`config.mk`:
```
export PLATFORM = sky130hd
export DESIGN_NAME = mem_responder
export DESIGN_NICKNAME = d
export VERILOG_FILES = /design/src/rtl/mem_responder_pkg.sv /design/src/rtl/mem_responder_mem_array.sv /design/src/rtl/mem_responder.sv
export SDC_FILE = /design/constraint.sdc
export NUM_CORES = 2
export LEC_CHECK = 0
export CORE_UTILIZATION = 57
export DETAILED_ROUTE_END_ITERATION = 10
export PLACE_DENSITY_LB_ADDON = 0.05
export SYNTH_ARGS = -nofsm -noshare
export SYNTH_HDL_FRONTEND = slang
export SYNTH_SLANG_ARGS = --single-unit
```
`constraint.sdc`:
```
create_clock -name CLK -period 4.1 [get_ports CLK]
set_clock_uncertainty 0.1 [all_clocks]
set_input_delay 0.615 -clock CLK [delete_from_list [all_inputs] [get_ports CLK]]
set_output_delay 0.615 -clock CLK [all_outputs]
set_load 0.01 [all_outputs]
```
`src/rtl/mem_responder_pkg.sv`:
```
// Shared state encoding, request types and defaults for the memory responder
// and its RAM.
package mem_pkg;

    localparam int DEF_DEPTH       = 256;
    localparam int DEF_WAIT_CYCLES = 2;

    typedef enum logic [1:0] {
        IDLE = 2'd0,
        WAIT = 2'd1,
        RESP = 2'd2
    } state_t;

    typedef enum logic {
        REQ_RD = 1'b0,
        REQ_WR = 1'b1
    } req_t;

    function automatic logic addr_in_range(input logic [31:0] a, input int depth);
        return a < 32'(depth);
    endfunction

endpackage

```
`src/rtl/mem_responder_mem_array.sv`:
```
// Synchronous single-port 16-bit RAM with registered read (read-before-write).
// Contents are not reset.
module mem_array
    import mem_pkg::*;
#(
    parameter int DEPTH = DEF_DEPTH,
    parameter int IW    = 8
) (
    input  logic          CLK,
    input  logic          we,
    input  logic [IW-1:0] addr,
    input  logic [15:0]   din,
    output logic [15:0]   dout
);

    logic [15:0] mem [DEPTH];

    always_ff @(posedge CLK) begin
        if (we) begin
            mem[addr] <= din;
        end
        dout <= mem[addr];
    end

endmodule

```
`src/rtl/mem_responder.sv`:
```
// Wait-state memory responder: one request at a time, ack after WAIT_CYCLES+1.
// Optional write protection of the low region with MEM_RESPONDER_WRPROT_EN.
module mem_responder
    import mem_pkg::*;
#(
    parameter int DEPTH       = DEF_DEPTH,
    parameter int AW          = 16,
    parameter int WAIT_CYCLES = DEF_WAIT_CYCLES
`ifdef MEM_RESPONDER_WRPROT_EN
    ,
    parameter int PROT_LIMIT  = 32
`endif
) (
    input  logic          CLK,
    input  logic          reset,
    input  logic          rd_req,
    input  logic          wr_req,
    input  logic [AW-1:0] addr,
    input  logic [15:0]   wdata,
    output logic [15:0]   rdata,
    output logic          ack,
    output logic          busy,
    output logic          err
);

    localparam int IW = (DEPTH > 1) ? $clog2(DEPTH) : 1;
    localparam int CW = $clog2(WAIT_CYCLES + 2);

    state_t        state_q, state_d;
    logic [CW-1:0] cnt_q, cnt_d;
    logic [IW-1:0] addr_q, addr_d;
    logic [15:0]   wdata_q, wdata_d;
    req_t          req_q, req_d;
    logic          bad_q, bad_d;
    logic [15:0]   rdata_q, rdata_d;

    logic          req_bad;
    logic [IW-1:0] ram_addr;
    logic          ram_we;
    logic [15:0]   ram_dout;
    logic [15:0]   resp_data;

    // Request classification happens once, at acceptance; later input changes
    // cannot turn a good request bad or vice versa.
    always_comb begin
        req_bad = (rd_req && wr_req) || !addr_in_range(32'(addr), DEPTH);
`ifdef MEM_RESPONDER_WRPROT_EN
        if (wr_req && (32'(addr) < 32'(PROT_LIMIT))) begin
            req_bad = 1'b1;
        end
`endif
    end

    always_comb begin
        state_d = state_q;
        cnt_d   = cnt_q;
        addr_d  = addr_q;
        wdata_d = wdata_q;
        req_d   = req_q;
        bad_d   = bad_q;
        rdata_d = rdata_q;
        case (state_q)
            IDLE: begin
                if (rd_req || wr_req) begin
                    addr_d  = addr[IW-1:0];
                    wdata_d = wdata;
                    req_d   = (wr_req && !rd_req) ? REQ_WR : REQ_RD;
                    bad_d   = req_bad;
                    cnt_d   = CW'(WAIT_CYCLES);
                    state_d = (WAIT_CYCLES > 0) ? WAIT : RESP;
                end
            end
            WAIT: begin
                cnt_d = cnt_q - CW'(1);
                if (cnt_q <= CW'(1)) begin
                    state_d = RESP;
                end
            end
            RESP: begin
                rdata_d = resp_data;
                state_d = IDLE;
            end
            default: state_d = IDLE;
        endcase
    end

    always_ff @(posedge CLK or negedge reset) begin
        if (!reset) begin
            state_q <= IDLE;
            cnt_q   <= '0;
            addr_q  <= '0;
            wdata_q <= '0;
            req_q   <= REQ_RD;
            bad_q   <= 1'b0;
            rdata_q <= '0;
        end else begin
            state_q <= state_d;
            cnt_q   <= cnt_d;
            addr_q  <= addr_d;
            wdata_q <= wdata_d;
            req_q   <= req_d;
            bad_q   <= bad_d;
            rdata_q <= rdata_d;
        end
    end

    // The RAM read is launched at acceptance (live address) so that the
    // registered read data is already present in RESP even with zero wait states.
    assign ram_addr = (state_q == IDLE) ? addr[IW-1:0] : addr_q;
    assign ram_we   = (state_q == RESP) && (req_q == REQ_WR) && !bad_q;

    mem_array #(
        .DEPTH (DEPTH),
        .IW    (IW)
    ) u_ram (
        .CLK  (CLK),
        .we   (ram_we),
        .addr (ram_addr),
        .din  (wdata_q),
        .dout (ram_dout)
    );

    always_comb begin
        resp_data = rdata_q;
        if (bad_q) begin
            resp_data = '0;
        end else if (req_q == REQ_RD) begin
            resp_data = ram_dout;
        end
    end

    assign ack   = (state_q == RESP);
    assign busy  = (state_q != IDLE);
    assign err   = ack && bad_q;
    assign rdata = ack ? resp_data : rdata_q;

    a_ack_pulse: assert property (@(posedge CLK) disable iff (!reset) ack |=> !ack);
    a_err_ack:   assert property (@(posedge CLK) disable iff (!reset) err |-> ack);

endmodule

```
## Yosys cells after proc, flatten, opt, wreduce, memory -nomap -nowiden

Memory sizes are Yosys's and may differ from the RTL's. A register that Yosys moved wholly into a read port is not among the register bits.
Cells that the tools add are included.

| operators by class | value |
|---|---|
| add/sub/neg operators | 1 |
| magnitude comparators | 2 |
| equality and inequality tests | 4 |
| mux-type cells | 12 |
| reduce and logical (&&, ||, !) cells | 16 |

Operator list:

| cell | count |
|---|---|
| 16-bit 2-to-1 mux | 3 |
| 16-bit by 9-bit less-than comparator with 1-bit output, second input constant | 1 |
| 8-bit 2-to-1 mux | 1 |
| 2-bit one-hot mux with 2 select lines | 2 |
| 2-bit 2-to-1 mux | 3 |
| 2-bit AND reduction | 3 |
| 1-bit logical AND | 5 |
| 2-bit != test, second input constant | 2 |
| 2-bit nonzero test | 2 |
| 1-bit zero test | 3 |
| 1-bit 2-to-1 mux | 3 |
| 2-bit by 1-bit equality test with 1-bit output, second input constant | 1 |
| 2-bit equality test, second input constant | 1 |
| 2-bit by 1-bit less-or-equal comparator with 1-bit output, second input constant | 1 |
| 2-bit zero test | 1 |
| 1-bit logical OR | 2 |
| 2-bit by 1-bit subtractor with 2-bit output, second input constant | 1 |

| word-level totals | value |
|---|---|
| flip-flop bits (word level) | 46 |
| memory bits (writable) | 4096 |
| input bits | 36 |
| output and inout port bits | 19 |
| logic and storage cells | 43 |
| memories kept | 1 |

Memories:

| memory | words | width | rd ports | clocked after Yosys merged registers in | write ports | RTL line | text |
|---|---|---|---|---|---|---|---|
| u_ram.mem | 256 | 16 | 1 | 1 | 1 | mem_responder_mem_array.sv:16 | `logic [15:0] mem [DEPTH];` |

## Logic depth before layout (Yosys ltp)

| depth | value |
|---|---|
| depth after elaboration | 5 |
| gate-level depth with buffers | 11 |
| mapped depth without buffers | 8 |

## Cells and area by module

From an unflattened synthesis, not the netlist that was laid out.

| second synthesis, totals | value |
|---|---|
| cell total of the unflattened synthesis | 6889 |
| area total of the unflattened synthesis | 157342.2 um2 |

Modules (own cells, without submodules):

| module | instances | cells each | area each (um2) | seq. area each (um2) |
|---|---|---|---|---|
| mem_array | 1 | 6727 | 155399.0 | 123318.3 |
| mem_responder | 1 | 162 | 1943.1 | 1151.1 |

## Least setup slack after synthesis

Ideal clock, no wire load.

| path | value |
|---|---|
| path type | register to register |
| start point | reg wdata_q[0] |
| end point | mem u_ram.mem[0][0] (data pin) |
| setup time | 804 ps |
| arrival time | 3183 ps |
| required time | 3196 ps |
| path slack | 13 ps |
| cell stages (with the launch flop) | 1 |
| buffers on the path | 0 |
| clock period less this slack | 4087 ps |
| path through | dfrtp_1 |

RTL lines:

| element | RTL line | text |
|---|---|---|
| start: declaration | mem_responder.sv:32 | `logic [15:0] wdata_q, wdata_d;` |
| start signal: assignment | mem_responder.sv:100 | `wdata_q <= wdata_d;` |
| end: declaration | mem_responder_mem_array.sv:16 |  |

Straight into the memory's write port.

## Final worst setup path

| path | value |
|---|---|
| start point | reg state_q[1] |
| end point | reg u_ram.dout[13] (read register of u_ram.mem) |

| between the ends | value |
|---|---|
| longest elaborated chain between the ends | 2 |

Ends and longest elaborated chain:

| element | RTL line | text |
|---|---|---|
| start: declaration | mem_responder.sv:29 | `state_t state_q, state_d;` |
| start signal: assignment | mem_responder.sv:97 | `state_q <= state_d;` |
| 2-bit zero test | mem_responder.sv:109 | `assign ram_addr = (state_q == IDLE) ? addr[IW-1:0] : addr_q;` |
| 8-bit 2-to-1 mux | mem_responder.sv:109 |  |
| end: declaration | mem_responder_mem_array.sv:13 | `output logic [15:0] dout` |

No other way between the ends.
A chain may end at the register's enable or synchronous reset.

==> results.py <==
metrics = {
    "placed_design": {
        "dp_hpwl_mm": 280,
        "place_ws_ns": -1.30,
        "gp_congestion": 0.873,
        "io_buffers": 54,
    },
    "cts": {
        "clock_latency_ns": 0.97,
        "root_buffer": "clkbuf_16",
        "cts.sinks": 4158,
        "clk_pin_slew_ns": 0.06,
        "htree_levels": 5,
        "cts_tree": "yes",
        "cts_buffers": 410,
        "cts_buffer_depth": 4,
    },
    "timing": {
        "slew_headroom_pct": 3.70,
        "setup_ws_ns": -0.0392,
        "hold_viol": 0,
        "drv_slew": 0,
        "rsz0062_at_grt": "no",
        "fin_crit_ns": 4.14,
        "setup_viol": 1,
        "fin_tns_setup_ns": -0.0392,
        "timing.final.crit_share_pct": 101,
        "worst-slew-pin-transition_ns": 1.44,
        "fmax_ghz": 0.242,
    },
    "power": {
        "p_leak_nw": 57.2,
        "cellPowerDensity_mw_per_mm2": 759,
        "ir_worst_vdd_mv": 0.720,
    },
    "floorplanning": {
        "die_h_um": 520,
        "die-area_sq_mm": 0.270,
        "io_pins": 55,
        "core_area_sq_mm": 0.266,
        "row_count": 189,
        "dieWidth_um": 520,
        "start_util_pct": 57.5,
    },
    "layout": {
        "areaGrowthSynthToFinish_pct": 19.0,
        "layout_commonest_cell": "edfxtp_1",
        "n_fill_cell": 17371,
        "mostFrequentLayoutCells": "edfxtp_1, a22oi_1, a21oi_1",
        "register_area_sq_mm": 0.125,
        "final_nets": 9733,
        "drive_gt1_share_pct": 18.8,
        "multi_input_area_sq_mm": 0.0264,
    },
    "routing": {
        "dr.pass1.iters": 7,
        "drtAntennaViolNets": 0,
        "via_per_inst": 6.80,
        "top_layer_used": "met5",
        "dr_wl_met2_mm": 215,
        "wl_met3_mm": 46.5,
        "wl_mm": 460,
        "drtIter0Drc": 13279,
        "vias": 92325,
        "drc": 0,
        "wl_per_cell_um": 33.8,
        "met1_length_mm": 178,
    },
    "status": {
        "status": "finished with violations",
        "violations": "setup timing",
    },
    "worst_setup_path": {
        "cp_cell_sequence": "nor2_4 > buf_12 > buf_4 > o31a_4 > buf_12 > buf_12 > buf_4 > a21oi_1 > o41ai_1 > a41oi_1 > buf_4 > or4_1",
        "cp-end-kind": "flop",
        "start_kind": "flop",
        "cp.arrival_ns": 4.87,
        "cp_top_family": "compound AO/OA/AOI/OAI gates",
        "cp_max_fo": 25,
        "crit_path_max_incr_delay_ns": 0.92,
        "slowest_stage": "o41ai_1",
        "crit_type": "reg -> reg",
        "crit_required_ns": 4.83,
        "path_buf_inv": 6,
    },
    "logic_synthesis": {
        "ys_types": 41,
        "ys_ff_latch": 4158,
        "syn_inst": 8705,
        "yosys_warnings": 0,
        "syn_area_sq_mm": 0.153,
        "synth_seq_area_share_pct": 81.5,
        "synth_nets": 8742,
        "yosys.area.top_type": "edfxtp_1",
        "ys.flop_type": "edfxtp_1",
        "synth_area_leaders": "edfxtp_1, a22oi_1, a21oi_1, o41ai_1, clkbuf_1",
        "synth_top_cell_area_share_pct": 80.5,
        "synth-async-reset-ratio_pct": 1.11,
        "synth_edf_count": 4096,
        "syn_area_per_cell_sq_um": 17.6,
    },
    "grt": {
        "grt_pass1_vias": 88597,
        "antenna_found_initial": 32,
        "grt_max_degree": 163,
        "grt_pass1_wl_mm": 650,
        "track_usage_pct": 33.6,
        "grt-ovfl-total": 0,
    },
    "worst_hold_path": {
        "min_path_type": "in -> reg",
    },
    "flow_run": {
        "cap_violations": 0,
    },
}
==> cells in the mapped netlist (all sizes together), types with 4 or more instances <==
cell,n
nand3b,4
nand3,24
or4,17
dfrtp,46
a41oi,65
edfxtp,4096
dfxtp,16
nor2,261
nand2,115
inv,5
buf,268
o21a,5
o41ai,256
nand2b,13
a21oi,1042
o31ai,4
o21ai,14
a22oi,2048
clkbuf,386
==> cell families after synthesis <==
kind of cell / share of synthesized area [%]
flops: 81.5
compound gates: 15.4
buf+inv: 1.86
simple gates: 1.22
xor+xnor: 0.00573
fa+ha+maj: 0.00819
==> registers in the layout (all words and copies together), names as in the netlist <==
name and cells:
u_ram.dout 16, cnt_q 2, wdata_q 16, addr_q 8, rdata_q 16, req_q 1
state_q 2, bad_q 1, u_ram.mem 4096
==> what timing repair did <==
action | 4_1_cts | 5_1_grt
hold buffers | 1 | 0
hold endpoints to repair | 46 | 0
buffers inserted | 2 | 0
pin swaps | 1 | 1
endpoints found under the setup margin | 31 | 23
resized for setup | 66 | 24
==> routing by layer <==
layer | track usage, % | vias to the layer above
met5 | 0 | -
met4 | 13.2 | 22
met3 | 6.00 | 826
met2 | 52.1 | 5440
met1 | 47.9 | 47622
li1 | - | 38415
==> path summary, 6_finish.rpt <==
path / from / end / slack (ns) / depth (start not counted)
setup / recovery: state_q[1] / u_ram.dout[13] / -0.04 / 12
hold / removal: wdata[15] / wdata_q[15] / 0.10 / 3
setup reg to reg: state_q[1] / u_ram.dout[13] / -0.04 / 12
hold reg to reg: cnt_q[0] / cnt_q[0] / 0.41 / 1
max in group asynchronous: reset / wdata_q[10] / 3.10 / 3
min in group asynchronous: reset / wdata_q[13] / 0.25 / 3
==> cell type report <==
type / instances / share of cell area, %
sequential: 4158 / 68.5
multi-input combinational: 3888 / 14.5
timing repair buffer: 1233 / 7.11
clock buffer: 511 / 6.02
tap: 3533 / 2.43
clock inverter: 244 / 1.40
antenna: 11 / 0.0151
inverter: 5 / 0.0103
==> stage by stage <==
stage / util [%] / power (mW) / std cells / hold WS [ns] / cell area, sq um
after floorplan: - / 76.8 / 8705 / 0.219 / 153000
after global placement: 63.0 / 98.9 / 12812 / 0.388 / 168000
after detailed placement: 63.1 / 99.6 / 12814 / 0.409 / 168000
after CTS: 68.3 / 137 / 13572 / 0.0441 / 182000
after global routing: 68.4 / 142 / 13579 / 0.0934 / 182000
final: 68.4 / 138 / 13583 / 0.100 / 182000
==> power by group <==
part | switching [mW] | internal [mW] | leakage, nW
sequential | 1.80 | 52.9 | 37.8
combinational | 30.9 | 14.6 | 12.9
clock | 15.8 | 22.1 | 6.59
total | 48.4 | 89.7 | 57.2
==> tightest hold or removal path: stages <==
cell	delay [ns]
clkdlybuf4s50_1	0.39
nand2_1	0.05
nand2_1	0.04
(Power assumes the default switching activity.)
